--- config.mk ---
export PLATFORM = sky130hd
export DESIGN_NAME = ttt_game_ctrl_flat
export DESIGN_NICKNAME = d
export VERILOG_FILES = /design/src/rtl/ttt_game_ctrl_if.sv /design/src/rtl/ttt_game_ctrl.sv /design/src/flat_wrapper.sv
export SDC_FILE = /design/constraint.sdc
export NUM_CORES = 1
export LEC_CHECK = 0
export CAP_MARGIN = 20
export CORE_ASPECT_RATIO = 0.8
export CORE_MARGIN = 5
export CORE_UTILIZATION = 35
export DETAILED_ROUTE_END_ITERATION = 7
export SKIP_LAST_GASP = 1
export SLEW_MARGIN = 20
export SYNTH_ARGS = -nofsm -noshare
export SYNTH_HDL_FRONTEND = slang
export SYNTH_SLANG_ARGS = --single-unit
--- constraint.sdc ---
create_clock -name i_clk -period 1.95 [get_ports i_clk]
set_input_delay 0.2925 -clock i_clk [delete_from_list [all_inputs] [get_ports i_clk]]
set_output_delay 0.2925 -clock i_clk [all_outputs]
set_load 0.005 [all_outputs]
--- src/rtl/ttt_game_ctrl_if.sv ---
// rtl/ttt_game_ctrl_if.sv - move/board/datapath signal bundle for the tic-tac-toe game sequencer
// master: player input logic plus datapath side; slave: ttt_game_ctrl.
interface ttt_game_ctrl_if;
    logic       move_valid;
    logic [3:0] move_idx;
    logic       new_round;
    logic       new_match;
    logic       win_in1;
    logic       win_in2;
    logic       draw_in;
    logic       inval_in;
    logic [0:8] p1;
    logic [0:8] p2;
    logic       en1;
    logic       en2;
    logic       restart;
    logic       score_clr;
    logic       turn;
    logic       move_err;

    modport master (
        output move_valid, move_idx, new_round, new_match,
        output win_in1, win_in2, draw_in, inval_in,
        input  p1, p2, en1, en2, restart, score_clr, turn, move_err
    );

    modport slave (
        input  move_valid, move_idx, new_round, new_match,
        input  win_in1, win_in2, draw_in, inval_in,
        output p1, p2, en1, en2, restart, score_clr, turn, move_err
    );
endinterface

--- src/rtl/ttt_game_ctrl.sv ---
// rtl/ttt_game_ctrl.sv - tic-tac-toe game sequencer: board owner, turn/score/match control
// Optional MOVE_TIMEOUT_EN adds a per-turn forfeit counter of TIMEOUT_CYCLES cycles.
module ttt_game_ctrl #(
    parameter int WIN_TARGET = 3
`ifdef MOVE_TIMEOUT_EN
    , parameter int TIMEOUT_CYCLES = 1000
`endif
) (
    input  logic           i_clk,
    input  logic           i_reset,
    ttt_game_ctrl_if.slave bus,
    output logic [2:0]     o_state,
    output logic [1:0]     o_match_winner
);

    typedef enum logic [2:0] {
        S_IDLE       = 3'd0,
        S_CLEAR      = 3'd1,
        S_PLAY       = 3'd2,
        S_CHECK      = 3'd3,
        S_R_WIN      = 3'd4,
        S_R_DRAW     = 3'd5,
        S_MATCH_OVER = 3'd6,
        S_FAULT      = 3'd7
    } state_t;

    localparam logic [1:0] W_TARGET = 2'(WIN_TARGET);

    state_t     r_state, w_next_state;
    logic [0:8] r_p1, r_p2, w_p1, w_p2;
    logic       r_turn, w_turn;
    logic       r_first, w_first;
    logic [1:0] r_sc1, r_sc2, w_sc1, w_sc2;
    logic [1:0] r_winner, w_winner;
    logic       r_en1, r_en2, r_restart, r_score_clr, r_move_err;
    logic       w_en1, w_en2, w_restart, w_score_clr, w_move_err;

    logic [0:8] w_cell;
    logic       w_accept;
    logic       w_fault;
    logic       w_target_hit;
    logic       w_expire;

    // One-hot cell decode; an index above 8 decodes to nothing and is rejected.
    always_comb begin
        for (int i = 0; i < 9; i++) begin
            w_cell[i] = (bus.move_idx == 4'(i));
        end
    end

    assign w_accept     = (r_state == S_PLAY) && bus.move_valid && (|w_cell)
                          && !(|(w_cell & (r_p1 | r_p2)));
    assign w_fault      = bus.inval_in || (bus.win_in1 && bus.win_in2);
    assign w_target_hit = (r_sc1 == W_TARGET) || (r_sc2 == W_TARGET);

`ifdef MOVE_TIMEOUT_EN
    localparam int            CW       = (TIMEOUT_CYCLES > 1) ? $clog2(TIMEOUT_CYCLES) : 1;
    localparam logic [CW-1:0] CNT_LOAD = CW'(TIMEOUT_CYCLES - 1);

    logic [CW-1:0] r_to_cnt, w_to_cnt;

    assign w_expire = (r_state == S_PLAY) && !w_accept && !bus.new_match && (r_to_cnt == '0);
    // Held at the load value outside PLAY, so every PLAY entry starts a full turn.
    assign w_to_cnt = ((r_state != S_PLAY) || w_accept || w_expire) ? CNT_LOAD
                                                                   : r_to_cnt - CW'(1);

    always_ff @(posedge i_clk or posedge i_reset) begin
        if (i_reset) begin
            r_to_cnt <= CNT_LOAD;
        end else begin
            r_to_cnt <= w_to_cnt;
        end
    end
`else
    assign w_expire = 1'b0;
`endif

    always_ff @(posedge i_clk or posedge i_reset) begin
        if (i_reset) begin
            r_state     <= S_IDLE;
            r_p1        <= '0;
            r_p2        <= '0;
            r_turn      <= 1'b0;
            r_first     <= 1'b0;
            r_sc1       <= 2'd0;
            r_sc2       <= 2'd0;
            r_winner    <= 2'b00;
            r_en1       <= 1'b0;
            r_en2       <= 1'b0;
            r_restart   <= 1'b0;
            r_score_clr <= 1'b0;
            r_move_err  <= 1'b0;
        end else begin
            r_state     <= w_next_state;
            r_p1        <= w_p1;
            r_p2        <= w_p2;
            r_turn      <= w_turn;
            r_first     <= w_first;
            r_sc1       <= w_sc1;
            r_sc2       <= w_sc2;
            r_winner    <= w_winner;
            r_en1       <= w_en1;
            r_en2       <= w_en2;
            r_restart   <= w_restart;
            r_score_clr <= w_score_clr;
            r_move_err  <= w_move_err;
        end
    end

    always_comb begin
        w_next_state = r_state;
        if (bus.new_match) begin
            w_next_state = S_CLEAR;
        end else begin
            case (r_state)
                S_IDLE:  w_next_state = S_CLEAR;
                S_CLEAR: w_next_state = S_PLAY;
                S_PLAY: begin
                    if (w_accept) w_next_state = S_CHECK;
                end
                S_CHECK: begin
                    if (w_fault)                           w_next_state = S_FAULT;
                    else if (bus.win_in1 || bus.win_in2)   w_next_state = S_R_WIN;
                    else if (bus.draw_in)                  w_next_state = S_R_DRAW;
                    else                                   w_next_state = S_PLAY;
                end
                S_R_WIN, S_R_DRAW: begin
                    if (bus.new_round) w_next_state = w_target_hit ? S_MATCH_OVER : S_CLEAR;
                end
                default: w_next_state = r_state;
            endcase
        end
    end

    // Pulses are registered, so each one appears in the cycle after the deciding state.
    always_comb begin
        w_p1        = r_p1;
        w_p2        = r_p2;
        w_turn      = r_turn;
        w_first     = r_first;
        w_sc1       = r_sc1;
        w_sc2       = r_sc2;
        w_winner    = r_winner;
        w_en1       = 1'b0;
        w_en2       = 1'b0;
        w_restart   = 1'b0;
        w_score_clr = 1'b0;
        w_move_err  = 1'b0;
        if (bus.new_match) begin
            w_sc1       = 2'd0;
            w_sc2       = 2'd0;
            w_first     = 1'b0;
            w_winner    = 2'b00;
            w_score_clr = 1'b1;
        end else begin
            case (r_state)
                S_IDLE: w_score_clr = 1'b1;
                S_CLEAR: begin
                    w_p1      = '0;
                    w_p2      = '0;
                    w_restart = 1'b1;
                    w_turn    = r_first;
                end
                S_PLAY: begin
                    if (w_accept) begin
                        if (r_turn) w_p2 = r_p2 | w_cell;
                        else        w_p1 = r_p1 | w_cell;
                    end else begin
                        w_move_err = bus.move_valid || w_expire;
                        if (w_expire) w_turn = ~r_turn;
                    end
                end
                S_CHECK: begin
                    if (!w_fault) begin
                        if (bus.win_in1) begin
                            w_en1 = 1'b1;
                            w_sc1 = r_sc1 + 2'd1;
                        end else if (bus.win_in2) begin
                            w_en2 = 1'b1;
                            w_sc2 = r_sc2 + 2'd1;
                        end else if (!bus.draw_in) begin
                            w_turn = ~r_turn;
                        end
                    end
                end
                S_R_WIN, S_R_DRAW: begin
                    if (bus.new_round) begin
                        if (w_target_hit) w_winner = (r_sc1 == W_TARGET) ? 2'b01 : 2'b10;
                        else              w_first  = ~r_first;
                    end
                end
                default: ;
            endcase
        end
    end

    assign bus.p1         = r_p1;
    assign bus.p2         = r_p2;
    assign bus.en1        = r_en1;
    assign bus.en2        = r_en2;
    assign bus.restart    = r_restart;
    assign bus.score_clr  = r_score_clr;
    assign bus.turn       = r_turn;
    assign bus.move_err   = r_move_err;
    assign o_state        = r_state;
    assign o_match_winner = r_winner;

endmodule

--- src/flat_wrapper.sv ---
// flat-port wrapper written by rule: the top's interface ports become plain ports
module ttt_game_ctrl_flat 
#(
    parameter int WIN_TARGET = 3

)
  (i_clk, i_reset, o_state, o_match_winner, bus_move_valid, bus_move_idx, bus_new_round, bus_new_match, bus_win_in1, bus_win_in2, bus_draw_in, bus_inval_in, bus_p1, bus_p2, bus_en1, bus_en2, bus_restart, bus_score_clr, bus_turn, bus_move_err);
  ttt_game_ctrl_if bus_i ();
  input  logic i_clk;
  input  logic i_reset;
  output logic [2:0] o_state;
  output logic [1:0] o_match_winner;
  input wire logic [$bits(bus_i.move_valid)-1:0] bus_move_valid;
  input wire logic [$bits(bus_i.move_idx)-1:0] bus_move_idx;
  input wire logic [$bits(bus_i.new_round)-1:0] bus_new_round;
  input wire logic [$bits(bus_i.new_match)-1:0] bus_new_match;
  input wire logic [$bits(bus_i.win_in1)-1:0] bus_win_in1;
  input wire logic [$bits(bus_i.win_in2)-1:0] bus_win_in2;
  input wire logic [$bits(bus_i.draw_in)-1:0] bus_draw_in;
  input wire logic [$bits(bus_i.inval_in)-1:0] bus_inval_in;
  output wire logic [$bits(bus_i.p1)-1:0] bus_p1;
  output wire logic [$bits(bus_i.p2)-1:0] bus_p2;
  output wire logic [$bits(bus_i.en1)-1:0] bus_en1;
  output wire logic [$bits(bus_i.en2)-1:0] bus_en2;
  output wire logic [$bits(bus_i.restart)-1:0] bus_restart;
  output wire logic [$bits(bus_i.score_clr)-1:0] bus_score_clr;
  output wire logic [$bits(bus_i.turn)-1:0] bus_turn;
  output wire logic [$bits(bus_i.move_err)-1:0] bus_move_err;
  assign bus_i.move_valid = bus_move_valid;
  assign bus_i.move_idx = bus_move_idx;
  assign bus_i.new_round = bus_new_round;
  assign bus_i.new_match = bus_new_match;
  assign bus_i.win_in1 = bus_win_in1;
  assign bus_i.win_in2 = bus_win_in2;
  assign bus_i.draw_in = bus_draw_in;
  assign bus_i.inval_in = bus_inval_in;
  assign bus_p1 = bus_i.p1;
  assign bus_p2 = bus_i.p2;
  assign bus_en1 = bus_i.en1;
  assign bus_en2 = bus_i.en2;
  assign bus_restart = bus_i.restart;
  assign bus_score_clr = bus_i.score_clr;
  assign bus_turn = bus_i.turn;
  assign bus_move_err = bus_i.move_err;
  ttt_game_ctrl #(.WIN_TARGET(WIN_TARGET)) u_core (.i_clk(i_clk), .i_reset(i_reset), .bus(bus_i), .o_state(o_state), .o_match_winner(o_match_winner));
endmodule
==> results.py <==
metrics = {
    "critical_path": {
        "cp_slowest_stage_delay_ns": 0.46,
        "reg2reg_slack_ns": 0.30,
        "crit_type": "in -> reg",
        "crit_arrival_ns": 1.99,
        "worst-path-max-fanout": 9,
        "cp.required_ns": 2.16,
        "reg2reg_to": "u_core.bus.p1[7]",
        "worstSetupStartpointType": "input port",
        "timing.critical_path.buf_inv": 1,
        "cpLargestDelayFamily": "simple AND/OR/NAND/NOR gates",
        "cp_cell_sequence": "clkdlybuf4s50_1 -> or3_1 -> a211oi_2 -> nand3b_4 -> o21ai_1",
        "r2r-start": "u_core.o_state[2]",
        "rr_worst_depth": 5,
        "end_kind": "flop",
        "slowest_stage": "clkdlybuf4s50_1",
        "critical_path.startpoint": "bus_move_idx[0]",
    },
    "cts": {
        "ctsHtreeMaxLevel": 2,
        "clkLatencyLatePin_ns": 0.29,
        "cts_root_buf": "clkbuf_8",
        "clkSinkCount": 34,
        "cts.path.max_buffers": 2,
        "cts.clk_slew.worst_paths_ns": 0.07,
        "cts-hold-fix-buffers": 0,
        "numCtsBuffers": 5,
        "cts_tree": "built",
    },
    "layout": {
        "drive_gt1_share_pct": 14.3,
        "nets": 253,
        "antenna_cells": 0,
        "stdcell_count": 298,
        "area_delta_synth_final_pct": 44.4,
        "n_fill_cell": 452,
        "utilization_pct": 52.0,
    },
    "logic_synthesis": {
        "ys_ff_latch": 34,
        "ys_seq_area_share_pct": 51.7,
        "ys.flop_type": "dfrtp_1",
        "synth_area_per_cell_um2": 9.30,
        "syn_inst": 177,
        "syn_nets": 192,
        "synthArstFlopShare_pct": 100,
        "synth-edff-count": 0,
        "syn_area_um2": 1650,
        "synth_warnings": 0,
        "yosys-top-cells-area": "dfrtp_1, nand2_1, nor2_1",
        "yosys.area.top_type_share_pct": 51.7,
        "yosysUniqueCellTypes": 37,
        "yosys.area.top_type": "dfrtp_1",
    },
    "drt": {
        "viasPerCell": 4.85,
        "wl_met3_um": 206,
        "ant_nets": 0,
        "highest_layer": "met4",
        "wl_met1_mm": 2.14,
        "wirelength_mm": 4.12,
        "drt_iter0_drc": 92,
        "vias": 1446,
        "wl_met2_mm": 1.70,
        "wl_per_cell_um": 13.8,
        "firstDrtPassIters": 4,
        "drc": 0,
    },
    "power_and_ir_drop": {
        "power_density_nw_per_um2": 846,
        "intPower_w": 0.00144,
        "p_leak_nw": 1.02,
        "p_clk_share_pct": 32.6,
        "swShare_pct": 28.3,
        "pwr-share-seq_pct": 42.5,
        "vdd_drop_max_uv": 380,
        "p_comb_share_pct": 24.9,
        "switching_power_w": 0.000570,
    },
    "timing": {
        "fin_skew_ns": 0.00922,
        "post-route-period-util_pct": 91.3,
        "finalSetupTns_ns": 0,
        "setup_slack_ns": 0.169,
        "setup_viol": 0,
        "rsz0062_at_grt": "no",
        "worst-slew-pin-transition_ns": 0.646,
        "slew_viol_final": 0,
        "finalHoldViolations": 0,
        "period_minus_slack_ns": 1.78,
        "fmax_ghz": 0.562,
        "relSlewSlack_pct": 56.9,
        "timing.hold.ws_ns": 0.400,
    },
    "floorplanning": {
        "core-area_um2": 4570,
        "die-area_um2": 6180,
        "boundaryPins": 42,
        "row_count": 22,
        "start_util_pct": 36.0,
        "chipHeight_um": 71.3,
        "die_w_um": 86.7,
    },
    "grt": {
        "grt_max_degree": 35,
        "grt_pass1_vias": 1396,
        "grt_overflow": 0,
        "grt_pass1_wl_mm": 7.03,
        "grt_util_all_layers_pct": 14.5,
        "antenna_found_initial": 0,
    },
    "place": {
        "post-place-ws_ns": -0.205,
        "gp_congestion": 0.783,
        "post-dp-hpwl_mm": 3.10,
        "dp_cells": 290,
        "io_buffers": 41,
    },
    "flow_run": {
        "cap_violations": 0,
    },
    "status": {
        "status": "finished, final reports clean",
    },
    "worst_hold_path": {
        "hp-class": "in -> async",
    },
}
## registers in the layout, indices dropped and copies added, names as in the netlist
name                   count
u_core.bus.p1              9
u_core.bus.score_clr       1
u_core.bus.en2             1
u_core.bus.en1             1
u_core.r_first             1
u_core.bus.turn            1
u_core.bus.move_err        1
u_core.o_match_winner      2
u_core.bus.restart         1
u_core.r_sc2               2
u_core.o_state             3
u_core.bus.p2              9
u_core.r_sc1               2
## power groups by stage
| stage | sequential, W | clock (W) | combinational, W |
|---|---|---|---|
| 4_1_cts | 0.000851 | 0.000675 | 0.000501 |
| 6_report | 0.000854 | 0.000656 | 0.000501 |
| 3_5_place_dp | 0.000864 | 0 | 0.000498 |
| 2_1_floorplan | 0.000834 | 0 | 0.000274 |
| 5_1_grt | 0.000872 | 0.000698 | 0.000557 |
| 3_3_place_gp | 0.000864 | 0 | 0.000500 |
## placed cells by master (no fill, tap or decap), types with 2 or more instances in the layout
| cell | n |
|---|---|
| clkdlybuf4s50_1 | 41 |
| dfrtp_1 | 34 |
| nand2_1 | 30 |
| nor2_1 | 19 |
| buf_4 | 19 |
| o21ai_1 | 14 |
| a21oi_1 | 8 |
| nor3_1 | 7 |
| o21ai_0 | 7 |
| inv_1 | 6 |
| clkbuf_8 | 6 |
| a211oi_1 | 4 |
| nor2b_1 | 4 |
| nand3_1 | 4 |
| nand3b_1 | 3 |
| nand2b_1 | 3 |
| xor2_1 | 3 |
| o211ai_1 | 2 |
| or3_1 | 2 |
| mux2i_1 | 2 |
| ha_1 | 2 |
## logic make-up (layout without fill, tap and decap cells)
logic type	after synthesis	in the layout	share of synthesized area (%)
adders and majority gates	2	2	1.52
muxes	2	2	1.22
AOI/OAI and AO/OA	45	45	17.6
xor gates and xnor gates	3	3	1.60
and+or+nand+nor	79	79	23.4
DFF	34	34	51.7
buffers and inverters	12	73	2.97
## area by class of cell
cell class	count	area (µm²)	area share [%]
clock inverters	1	30.0	1.26
well taps	60	75.1	3.16
flip-flops and latches	34	851	35.8
inverters	6	22.5	0.948
multi-input cells	131	762	32.1
repair buffers	60	553	23.3
clock buffers	6	82.6	3.48
## stage by stage
step | power [W] | area [µm²]
floorplan | 0.00111 | 1650
global placement | 0.00136 | 2240
detailed placement | 0.00136 | 2240
CTS | 0.00203 | 2350
global route | 0.00213 | 2380
finish | 0.00201 | 2380
## synthesized netlist by cell type, types with 3 or more instances
library cell   n
a21oi_1        8
buf_2          3
o21ai_0        7
o21ai_1       14
a211oi_1       4
nor3_1         7
dfrtp_1       34
xor2_1         3
nor2b_1        4
clkbuf_1       3
nand2_1       30
nor2_1        19
inv_1          6
nand3b_1       3
nand2b_1       3
nand3_1        4
## layer usage
metal  global-route usage [%]  vias to the layer above
met5                        0                        -
met4                     5.19                        0
met3                     3.68                        7
met2                     19.9                       29
met1                     21.7                      669
li1                         -                      741
## worst min-delay path: stages
cell and delay [ns]:
clkdlybuf4s50_1 0.39, inv_1 0.05, buf_4 0.38
## how the worst max path moves through the flow
stage | slack [ns] | endpoint | depth (start not counted)
finish | 0.17 | u_core.bus.p1[7] | 5
global route | 0.06 | u_core.bus.p1[7] | 5
CTS | 0.07 | u_core.bus.p1[3] | 7
detailed placement | -0.20 | u_core.bus.p1[7] | 7
global placement | -0.17 | u_core.bus.p1[5] | 6
floorplan | 0.40 | u_core.bus.p2[0] | 6
## repair_timing
item	in CTS	in global routing
endpoints found under the setup margin	0	16
gates resized for setup	0	2
setup buffers	0	1
Note: power is estimated with default switching activity, not from simulation.
